$ cat config.mk
export PLATFORM = sky130hd
export DESIGN_NAME = shift_instr_encoder
export DESIGN_NICKNAME = d
export VERILOG_FILES = /design/src/rtl/shift_instr_encoder.sv
export SDC_FILE = /design/constraint.sdc
export NUM_CORES = 1
export LEC_CHECK = 0
export BUFFER_PORTS_ARGS = -buffer_cell sky130_fd_sc_hd__buf_2
export CELL_PAD_IN_SITES_DETAIL_PLACEMENT = 1
export CELL_PAD_IN_SITES_GLOBAL_PLACEMENT = 1
export CORE_MARGIN = 3
export CORE_UTILIZATION = 48
export CTS_BUF_LIST = sky130_fd_sc_hd__clkbuf_8 sky130_fd_sc_hd__clkbuf_16
export CTS_CLUSTER_DIAMETER = 150
export DETAILED_ROUTE_END_ITERATION = 16
export PLACE_DENSITY = 0.83
export SLEW_MARGIN = 40
export SYNTH_ARGS = -nofsm -noshare
export SYNTH_HDL_FRONTEND = slang
export SYNTH_SLANG_ARGS = --single-unit
export TNS_END_PERCENT = 30
$ cat constraint.sdc
create_clock -name clk -period 3.3 [get_ports clk]
set_input_delay 0.165 -clock clk [delete_from_list [all_inputs] [get_ports clk]]
set_output_delay 0.165 -clock clk [all_outputs]
set_load 0.01 [all_outputs]
$ cat src/rtl/shift_instr_encoder.sv
// Encodes MIPS R-type shift requests into instruction words and streams them to memory.
// Optional NOP_PAD_EN: follows every word with a 0x00000000 pad word at the next address.
module shift_instr_encoder #(
  parameter int unsigned DEPTH     = 4,
  parameter int unsigned ADDR_W    = 10,
  parameter int unsigned BASE_ADDR = 0
) (
  input  logic              clk,
  input  logic              reset_n,
  input  logic              req_valid,
  output logic              req_ready,
  input  logic [2:0]        req_op,
  input  logic [4:0]        req_rd,
  input  logic [4:0]        req_rt,
  input  logic [4:0]        req_rs,
  input  logic [4:0]        req_shamt,
  input  logic              addr_load,
  input  logic [ADDR_W-1:0] addr_in,
  output logic              mem_we,
  output logic [ADDR_W-1:0] mem_addr,
  output logic [31:0]       mem_wdata,
  input  logic              mem_ack,
  output logic              busy,
  output logic              err_illegal,
  output logic              wrapped
);

  localparam int unsigned PTR_W = (DEPTH > 1) ? $clog2(DEPTH) : 1;
  localparam int unsigned CNT_W = PTR_W + 1;

  localparam logic [1:0] ST_IDLE  = 2'd0;
  localparam logic [1:0] ST_WRITE = 2'd1;
`ifdef NOP_PAD_EN
  localparam logic [1:0] ST_PAD   = 2'd2;
`endif

  localparam logic [CNT_W-1:0]  FULL_CNT = CNT_W'(DEPTH);
  localparam logic [ADDR_W-1:0] RST_ADDR = ADDR_W'(BASE_ADDR);
  localparam logic [ADDR_W-1:0] MAX_ADDR = '1;

  // Request FIFO holding fully encoded instruction words
  logic [31:0]       r_fifo [DEPTH];
  logic [PTR_W-1:0]  r_wr_ptr;
  logic [PTR_W-1:0]  r_rd_ptr;
  logic [CNT_W-1:0]  r_count;

  logic [1:0]        r_state;
  logic              r_we;
  logic [ADDR_W-1:0] r_addr;
  logic [31:0]       r_wdata;
  logic              r_wrapped;
  logic              r_err;
  logic              r_ready;
  logic              r_busy;

  logic [1:0]        w_state_nx;
  logic              w_we_nx;
  logic [ADDR_W-1:0] w_addr_nx;
  logic [31:0]       w_wdata_nx;
  logic              w_wrapped_nx;
  logic              w_pop;
  logic              w_inc;
  logic              w_accept;
  logic              w_illegal;
  logic              w_push;
  logic              w_empty;
  logic [CNT_W-1:0]  w_count_nx;
  logic [31:0]       w_word;

  function automatic logic [31:0] encode_shift(
    input logic [2:0] op,
    input logic [4:0] rd,
    input logic [4:0] rt,
    input logic [4:0] rs,
    input logic [4:0] shamt
  );
    logic [5:0] funct;
    logic       is_var;
    funct  = 6'h00;
    is_var = 1'b0;
    case (op)
      3'd0:    funct = 6'h00;
      3'd1:    funct = 6'h02;
      3'd2:    funct = 6'h03;
      3'd3:    begin funct = 6'h04; is_var = 1'b1; end
      3'd4:    begin funct = 6'h06; is_var = 1'b1; end
      3'd5:    begin funct = 6'h07; is_var = 1'b1; end
      default: funct = 6'h00;
    endcase
    encode_shift = {6'b000000, (is_var ? rs : 5'd0), rt, rd,
                    (is_var ? 5'd0 : shamt), funct};
  endfunction

  assign w_word    = encode_shift(req_op, req_rd, req_rt, req_rs, req_shamt);
  assign w_accept  = req_valid & r_ready;
  assign w_illegal = req_op[2] & req_op[1];
  assign w_push    = w_accept & ~w_illegal;
  assign w_empty   = (r_count == '0);

  // Next-state and registered-output logic for the write sequencer
  always_comb begin
    w_state_nx   = r_state;
    w_we_nx      = r_we;
    w_addr_nx    = r_addr;
    w_wdata_nx   = r_wdata;
    w_wrapped_nx = r_wrapped;
    w_pop        = 1'b0;
    w_inc        = 1'b0;
    case (r_state)
      ST_IDLE: begin
        if (!w_empty) begin
          w_wdata_nx = r_fifo[r_rd_ptr];
          w_we_nx    = 1'b1;
          w_state_nx = ST_WRITE;
        end else if (addr_load) begin
          w_addr_nx    = addr_in;
          w_wrapped_nx = 1'b0;
        end
      end
      ST_WRITE: begin
        if (mem_ack) begin
          w_pop = 1'b1;
          w_inc = 1'b1;
`ifdef NOP_PAD_EN
          w_wdata_nx = 32'h0000_0000;
          w_state_nx = ST_PAD;
`else
          w_we_nx    = 1'b0;
          w_state_nx = ST_IDLE;
`endif
        end
      end
`ifdef NOP_PAD_EN
      ST_PAD: begin
        if (mem_ack) begin
          w_inc      = 1'b1;
          w_we_nx    = 1'b0;
          w_state_nx = ST_IDLE;
        end
      end
`endif
      default: begin
        w_we_nx    = 1'b0;
        w_state_nx = ST_IDLE;
      end
    endcase
    if (w_inc) begin
      w_addr_nx = r_addr + ADDR_W'(1);
      if (r_addr == MAX_ADDR) w_wrapped_nx = 1'b1;
    end
  end

  always_comb begin
    w_count_nx = r_count;
    case ({w_push, w_pop})
      2'b10:   w_count_nx = r_count + CNT_W'(1);
      2'b01:   w_count_nx = r_count - CNT_W'(1);
      default: w_count_nx = r_count;
    endcase
  end

  // FIFO storage needs no reset; validity is tracked by the count
  always_ff @(posedge clk) begin
    if (w_push) r_fifo[r_wr_ptr] <= w_word;
  end

  always_ff @(posedge clk or negedge reset_n) begin
    if (!reset_n) begin
      r_wr_ptr <= '0;
      r_rd_ptr <= '0;
      r_count  <= '0;
    end else begin
      if (w_push) r_wr_ptr <= r_wr_ptr + PTR_W'(1);
      if (w_pop)  r_rd_ptr <= r_rd_ptr + PTR_W'(1);
      r_count <= w_count_nx;
    end
  end

  always_ff @(posedge clk or negedge reset_n) begin
    if (!reset_n) begin
      r_state   <= ST_IDLE;
      r_we      <= 1'b0;
      r_addr    <= RST_ADDR;
      r_wdata   <= '0;
      r_wrapped <= 1'b0;
      r_err     <= 1'b0;
      r_ready   <= 1'b1;
      r_busy    <= 1'b0;
    end else begin
      r_state   <= w_state_nx;
      r_we      <= w_we_nx;
      r_addr    <= w_addr_nx;
      r_wdata   <= w_wdata_nx;
      r_wrapped <= w_wrapped_nx;
      r_err     <= w_accept & w_illegal;
      r_ready   <= (w_count_nx != FULL_CNT);
      r_busy    <= (w_state_nx != ST_IDLE) | (w_count_nx != '0);
    end
  end

  assign req_ready   = r_ready;
  assign mem_we      = r_we;
  assign mem_addr    = r_addr;
  assign mem_wdata   = r_wdata;
  assign busy        = r_busy;
  assign err_illegal = r_err;
  assign wrapped     = r_wrapped;

endmodule

; ---- Yosys cells after proc, flatten, opt, wreduce, memory -nomap -nowiden
; Memory sizes are Yosys's and may differ from the RTL's. A register that Yosys moved wholly into a read port is not among the register bits.
; Index checks and enable logic that the tools add are counted.
[classes]
add_sub_neg = 5
n_eq_ne = 12
bitwise = 7
n_mux = 24
n_reduce_logical = 12
[op_table]
columns = op, count
row1 = two-way mux 10 bit, 4
row2 = case mux 3 bit (5 select lines), 1
row3 = two-way mux 1 bit, 12
row4 = "adder 10 x 1 -> 10 bit, second input constant", 1
row5 = "== test 10 bit, second input constant", 1
row6 = two-way mux 5 bit, 2
row7 = nonzero test 2 bit, 4
row8 = "== test 3 x 2 -> 1 bit, second input constant", 2
row9 = "== test 3 bit, second input constant", 2
row10 = case mux 3 bit (2 select lines), 1
row11 = "adder 2 x 1 -> 2 bit, second input constant", 2
row12 = AND 1 bit, 4
row13 = "== test 2 x 1 -> 1 bit, second input constant", 2
row14 = two-way mux 2 bit, 2
row15 = "!= test 2 bit, second input constant", 2
row16 = case mux 2 bit (2 select lines), 1
row17 = AND reduction 2 bit, 2
row18 = "adder 3 x 1 -> 3 bit, second input constant", 1
row19 = "== test 3 x 1 -> 1 bit, second input constant", 1
row20 = logical NOT 3 bit, 1
row21 = "!= test 3 bit, second input constant", 1
row22 = AND reduction 3 bit, 1
row23 = nonzero test 3 bit, 1
row24 = OR reduction 3 bit, 1
row25 = other kinds (7), 8
[totals]
ramBits = 92
out_inout_bits = 47
n_memories = 1
ff_bits = 56
in_bits = 38
[memory_table]
columns = name, words, word_bits, read_ports, rd_clocked_by_memory_dff, wr, line_no
row1 = r_fifo, 4, 23, 1, 1, 1, 42  ; logic [31:0] r_fifo [DEPTH];

; ---- Logic depth before layout (Yosys ltp)
; Gate-level depths: netlist of run 1.
[logic_depth]
ltp_word = 7
ltp_mapped = 9
ltp_nobuf = 9

; ---- Least setup slack after synthesis of run 1
; No wires, ideal clock.
[synth_timing]
path_type = register to register
from = register r_ready (netlist: req_ready)
to = register r_busy (netlist: busy)
path_buffers = 0
t_required_ns = 3.168
setup_time_ns = 0.132
arrival_time_ns = 2.309
path_stages_with_launch = 10
path_slack_ns = 0.860
path_cell_list = dfstp_2 -> nand2_1 -> a21oi_1 -> inv_1 -> ha_1 -> fa_1 -> xnor2_1 -> nor2_1 -> xor2_1 -> or3b_1
[synth_via]
elab_chain_cells = 6
[synth_lines]
columns = item, line_no
row1 = from (decl), 53  ; logic r_ready;
row2 = from (signal assigned), 196  ; r_ready <= (w_count_nx != FULL_CNT);
row3 = AND 1 bit (*), 95  ; assign w_accept = req_valid & r_ready;
row4 = AND 1 bit (*), 97  ; assign w_push = w_accept & ~w_illegal;
row5 = == test 2 x 1 -> 1 bit / == test 2 bit (equally long branches), 155  ; case ({w_push, w_pop})
row6 = case mux 3 bit (2 select lines) (*), 155
row7 = net w_count_nx[2], 67  ; logic [CNT_W-1:0] w_count_nx;
row8 = nonzero test 3 bit (*), 197  ; r_busy <= (w_state_nx != ST_IDLE) | (w_count_nx != '0);
row9 = OR 1 bit (*), 197
row10 = to (signal assigned), 197
row11 = to (decl), 54  ; logic r_busy;
; The timed path passes the listed nets; every way through them passes the cells marked *.
; A chain may end at the register's enable or synchronous reset.

; ---- Worst setup path in the final report of run 1
[layout_timing]
from = register r_state[1]
to = register r_busy (netlist: busy)
[layout_via]
elab_chain_cells = 6
[layout_lines]
columns = item, line_no
row1 = from (decl), 47  ; logic [1:0] r_state;
row2 = from (signal assigned), 190  ; r_state <= w_state_nx;
row3 = == test 2 x 1 -> 1 bit, 109  ; case (r_state)
row4 = two-way mux 1 bit, 109
row5 = == test 2 x 1 -> 1 bit / == test 2 bit (equally long branches), 155
row6 = case mux 3 bit (2 select lines), 155
row7 = nonzero test 3 bit, 197
row8 = OR 1 bit (*), 197
; Every way passes the cells marked *; elsewhere a longest branch is shown, timed or not.

==> results_dict.tcl, run 1 <==
set metrics [dict create \
    cp_max_fo 13 \
    min_path_type "in2reg" \
    drt_iter0_markers 155 \
    relSlewSlack_pct 56.6 \
    cts.path.max_buffers 2 \
    ys.flop_type "edfxtp_1" \
    async_flop_share_pct 33.8 \
    period_needed_ns 2.63 \
    multiInputGateArea_um2 1520 \
    setup_viol 0 \
    rows 38 \
    initial_core_util_pct 50.4 \
    ir_drop_mv 0.437 \
    core_area_um2 11100 \
    period_share_pct 79.7 \
    crit_arrival_ns 2.91 \
    start_kind "flip-flop" \
    floorplan.die_area_um2 13000 \
    drv_slew 0 \
    drc 0 \
    rsz0062_at_grt "false" \
    vias 3223 \
    utilization_pct 61.0 \
    wirelength_um 12800 \
    yosysWarnings 0 \
    area_delta_synth_final_pct 21.0 \
    portBuffers 75 \
    power_density_nw_per_um2 891 \
    regArea_um2 3950 \
    cts.sinks 139 \
    synth_area_um2 5610 \
    fp.dieW_um 114 \
    cts_hold_buf 14 \
    clock-skew-final_ns 0.0114 \
    viasPerCell 5.59 \
    p_leak_nw 2.64 \
    timing.critical_path.to_type "flip-flop" \
    cts_tree "done" \
    worst_slew_pin_slew_ns 0.650 \
    post-dp-hpwl_um 8110 \
    status "finished, final reports clean" \
    nNetsFinal 469 \
    criticalPathCategory "reg2reg" \
    io_pins 85 \
    place_congestion 0.780 \
    min_path_cells 3 \
    synthCells 320 \
    grt_pass1_wl_um 20400 \
    mostFrequentLayoutCell "edfxtp_1" \
    grt_start_max_net_pins 31 \
    cts_resized 0 \
    clk_pin_slew_ns 0.06 \
    reg2regPathDepth 7 \
    cp.required_ns 3.58 \
    antenna_left 0 \
    synth_edf_count 92 \
    yosysUniqueCellTypes 43 \
    yosys.area.top_type "edfxtp_1" \
    antenna_found_initial 0 \
    final_cell_mix "edfxtp_1 (92), buf_2 (75), dfrtp_1 (44)" \
    overflow 0 \
    fmax_mhz 380 \
    cts_buffers 17 \
    fin_tns_setup_ns 0 \
    ys_seq_area_share_pct 70.2 \
    drive_above_1_share_pct 38.2 \
    synth-seq-cells 139 \
    n_fill_cell 1044 \
    cts_setup_buffers 0 \
    die_h_um 114 \
    grt_use_total_pct 21.4 \
    clk_latency_ns 0.41 \
    synth_top_area_share_pct 49.3 \
    grt_pass1_vias 3656 \
    first_pass_iters 4 \
    cts_root_buf "clkbuf_16" \
    diodes 0 \
    wl_per_cell_um 22.3 \
    synthTopCellsByArea "edfxtp_1 (49%), dfrtp_1 (21%), mux4_2 (8.4%)" \
    htree_levels 4 \
    finalHoldViolCount 0 \
    maxCapViolCount 0 \
    syn_avg_cell_area_um2 17.5 \
]
==> final cells by class <==
cell class | count | share of cell area (%)
Timing Repair Buffer | 96 | 8.37
Inverter | 7 | 0.387
Clock inverter | 15 | 1.90
Clock buffer | 17 | 6.27
Sequential cell | 139 | 58.1
Multi-Input combinational cell | 163 | 22.4
Tap cell | 140 | 2.58
==> through the flow <==
step | setup slack [ns] | cell area (um^2) | power (W) | hold WS, ns | instances
3_5_place_dp | 0.738 | 6090 | 0.00429 | 0.127 | 531
5_1_grt | 0.478 | 6790 | 0.00638 | 0.0373 | 577
4_1_cts | 0.670 | 6790 | 0.00611 | 0.0182 | 577
3_3_place_gp | 0.897 | 6090 | 0.00415 | 0.124 | 531
2_1_floorplan | 0.860 | 5640 | 0.00374 | -0.131 | 329
6_report | 0.671 | 6790 | 0.00605 | 0.0311 | 577
==> state kept, by name, summed over array words and instances (netlist names) <==
signal / count
r_count: 3
mem_we: 1
r_fifo: 92
r_state: 2
err_illegal: 1
wrapped: 1
mem_wdata: 23
req_ready: 1
busy: 1
r_rd_ptr: 2
mem_addr: 10
r_wr_ptr: 2
==> logic make-up (layout without fill, tap and decap cells) <==
| group | Yosys count | after routing | share of synthesized area [%] |
|---|---|---|---|
| AOI/OAI and AO/OA | 29 | 29 | 3.37 |
| DFF | 139 | 139 | 70.2 |
| buffers and inverters | 27 | 135 | 3.30 |
| and+or+nand+nor | 62 | 62 | 5.84 |
| xor gates and xnor gates | 7 | 7 | 1.09 |
| adders and majority gates | 7 | 7 | 1.70 |
| muxes | 48 | 48 | 14.4 |
| other | 1 | 10 | 0.0669 |
==> synth_stat cells, types with 2 or more instances <==
library cell  count
clkbuf_1          4
mux4_2           21
a311oi_1          2
edfxtp_1         92
a211oi_1          4
buf_2             2
nand2_1          10
nor3_1            4
nand4_1           3
o21ai_0           5
and2_1           14
mux4_1            2
and3_1            2
inv_1             7
buf_4            11
xnor2_1           6
mux2_2           25
a21oi_1          10
dfrtp_1          46
ha_1              6
nand3_1           5
nor2b_1           2
buf_12            2
nor2_1           16
==> final timing paths <==
path,startpoint,to,slack [ns]
min,req_op[2],err_illegal,0.03
min reg2reg,wrapped,wrapped,0.49
max,r_state[1],busy,0.67
max in group asynchronous,reset_n,r_rd_ptr[1],2.23
max reg2reg,r_state[1],busy,0.67
min in group asynchronous,reset_n,mem_addr[0],0.23
==> routing by layer <==
layer	global-route usage [%]	share of wire [%]	vias up
li1	-	-	1419
met1	24.6	38	1667
met2	37.3	55	106
met3	4.60	3.7	31
met4	11.5	3.1	0
met5	0	0	-
==> power breakdown <==
part	internal [W]	switching (W)	total [W]
Combinational	0.000804	0.000741	0.00155
Clock	0.000986	0.000774	0.00176
Sequential	0.00232	0.000421	0.00274
==> critical path, cell delays in order (launching register included) <==
cell and delay (ns):
dfrtp_1 0.41, nand3b_1 0.30, inv_1 0.41, ha_1 0.30, fa_1 0.47, nor2_1 0.12, a22o_1 0.15, or3b_1 0.34
No activity file was read; power rests on OpenSTA's default activity.
==> run 2: changes to the inputs <==
Clock period 3.3 ns to 2.6 ns, I/O delays scaled along.
==> results_dict.tcl, run 2 (synthesized netlist as in run 1, its figures left out) <==
set metrics [dict create \
    status "finished, final reports clean" \
    cp_max_fo 3 \
    viasPerCell 5.55 \
    portBuffers 75 \
    largest_reg_flops 92 \
    cp.required_ns 2.89 \
    mostFrequentLayoutCell "edfxtp_1" \
    fin_tns_setup_ns 0 \
    setup_viol 0 \
    diodes 0 \
    period_share_pct 90.1 \
    layoutNonFillerInstCount 593 \
    cts_resized 0 \
    place_congestion 0.776 \
    grt_pass1_vias 3653 \
    rsz0062_at_grt "false" \
    nNetsFinal 485 \
    multiInputGateArea_um2 1520 \
    cts.path.max_buffers 2 \
    io_pins 85 \
    cts.sinks 139 \
    wl_per_cell_um 22.6 \
    grt_pass1_wl_um 20900 \
    ir_drop_mv 0.698 \
    die_h_um 114 \
    core_area_um2 11100 \
    criticalPathCategory "reg2reg" \
    first_pass_iters 4 \
    period_needed_ns 2.34 \
    drv_slew 0 \
    cts_setup_buffers 0 \
    relSlewSlack_pct 60.2 \
    area_delta_synth_final_pct 22.8 \
    wirelength_um 13400 \
    grt_start_max_net_pins 25 \
    cp_top_family "adder cells" \
    antenna_found_initial 0 \
    final_cell_mix "edfxtp_1 (92), buf_2 (75), dfrtp_1 (45)" \
    r2r_slack_ns 0.26 \
    utilization_pct 61.9 \
    timing.critical_path.to_type "flip-flop" \
    cts_tree "done" \
    p_leak_nw 2.71 \
    crit_path_top_delay_cell "dfstp_2" \
    drt_iter0_markers 238 \
    clock-skew-final_ns 0.0164 \
    cpPeakStageDelay_ns 0.52 \
    drc 0 \
    maxCapViolCount 0 \
    overflow 0 \
    vias 3293 \
    totalPowerFinal_w 0.00765 \
    crit_arrival_ns 2.63 \
    finalHoldViolCount 0 \
    drive_above_1_share_pct 36.4 \
    cts_buffers 17 \
    initial_core_util_pct 50.4 \
    fp.dieW_um 114 \
    floorplan.die_area_um2 13000 \
    crit_chain "nand2_1, a21oi_1, inv_1, ha_1, fa_1, xnor2_1, nor2_1, xor2_1, or3b_1" \
    rows 38 \
    post-dp-hpwl_um 8240 \
    antenna_left 0 \
    critPathBufInv 1 \
    htree_levels 4 \
    start_kind "flip-flop" \
    cts_root_buf "clkbuf_16" \
    fmax_mhz 427 \
    min_path_type "in2reg" \
    dp.cells 539 \
    worst_slew_pin_slew_ns 0.597 \
    n_fill_cell 1031 \
    power_density_nw_per_um2 1110 \
    largest-register "r_fifo" \
    regArea_um2 3940 \
    clk_pin_slew_ns 0.06 \
    clk_latency_ns 0.42 \
    grt_use_total_pct 22.2 \
]
-- run 2: path summary, 6_finish.rpt --
check,start,to,cells past startpoint
setup / recovery,req_ready,busy,9
hold / removal,addr_in[2],mem_addr[2],3
setup reg to reg,req_ready,busy,9
hold reg to reg,mem_wdata[20],mem_wdata[20],1
max in group asynchronous,reset_n,req_ready,3
min in group asynchronous,reset_n,mem_addr[3],2
-- run 2: worst min-delay path, cell delays in order --
cell and delay (ns):
buf_2 0.08, o21ai_0 0.08, a21oi_1 0.13
-- run 2: final cells by class --
class | instances | area share [%]
Sequential cell | 139 | 57.2
Multi-Input combinational cell | 163 | 22.0
Timing Repair Buffer | 112 | 10.3
Clock buffer | 17 | 6.17
Tap cell | 140 | 2.54
Clock inverter | 15 | 1.40
Inverter | 7 | 0.381
-- run 2: power breakdown --
part	internal (W)	leakage, nW	switching [W]
clock	0.00128	0.265	0.000864
combinational	0.00107	1.06	0.00112
sequential	0.00294	1.39	0.000381
total	0.00529	2.71	0.00237
-- run 2: per-stage QoR --
stage	hold WS (ns)	setup slack, ns	area [um^2]
3_3_place_gp	0.155	0.341	6150
6_report	0.0573	0.256	6890
5_1_grt	0.0766	0.114	6890
3_5_place_dp	0.175	0.244	6150
2_1_floorplan	-0.166	0.160	5640
4_1_cts	0.0313	0.239	6890
-- run 2: routing by layer --
metal  share of wire [%]  track usage (%)  up-vias
met5                   0                0        -
met4                 2.0             9.11        0
met3                 4.0             5.39       23
met2                  55             39.9       98
met1                  39             25.2     1730
li1                    -                -     1442
-- run 2: repair_timing --
action                                  in CTS  in global routing
hold buffers                                22                  0
endpoints found under the setup margin       0                  0
endpoints found under the hold margin       72                  0
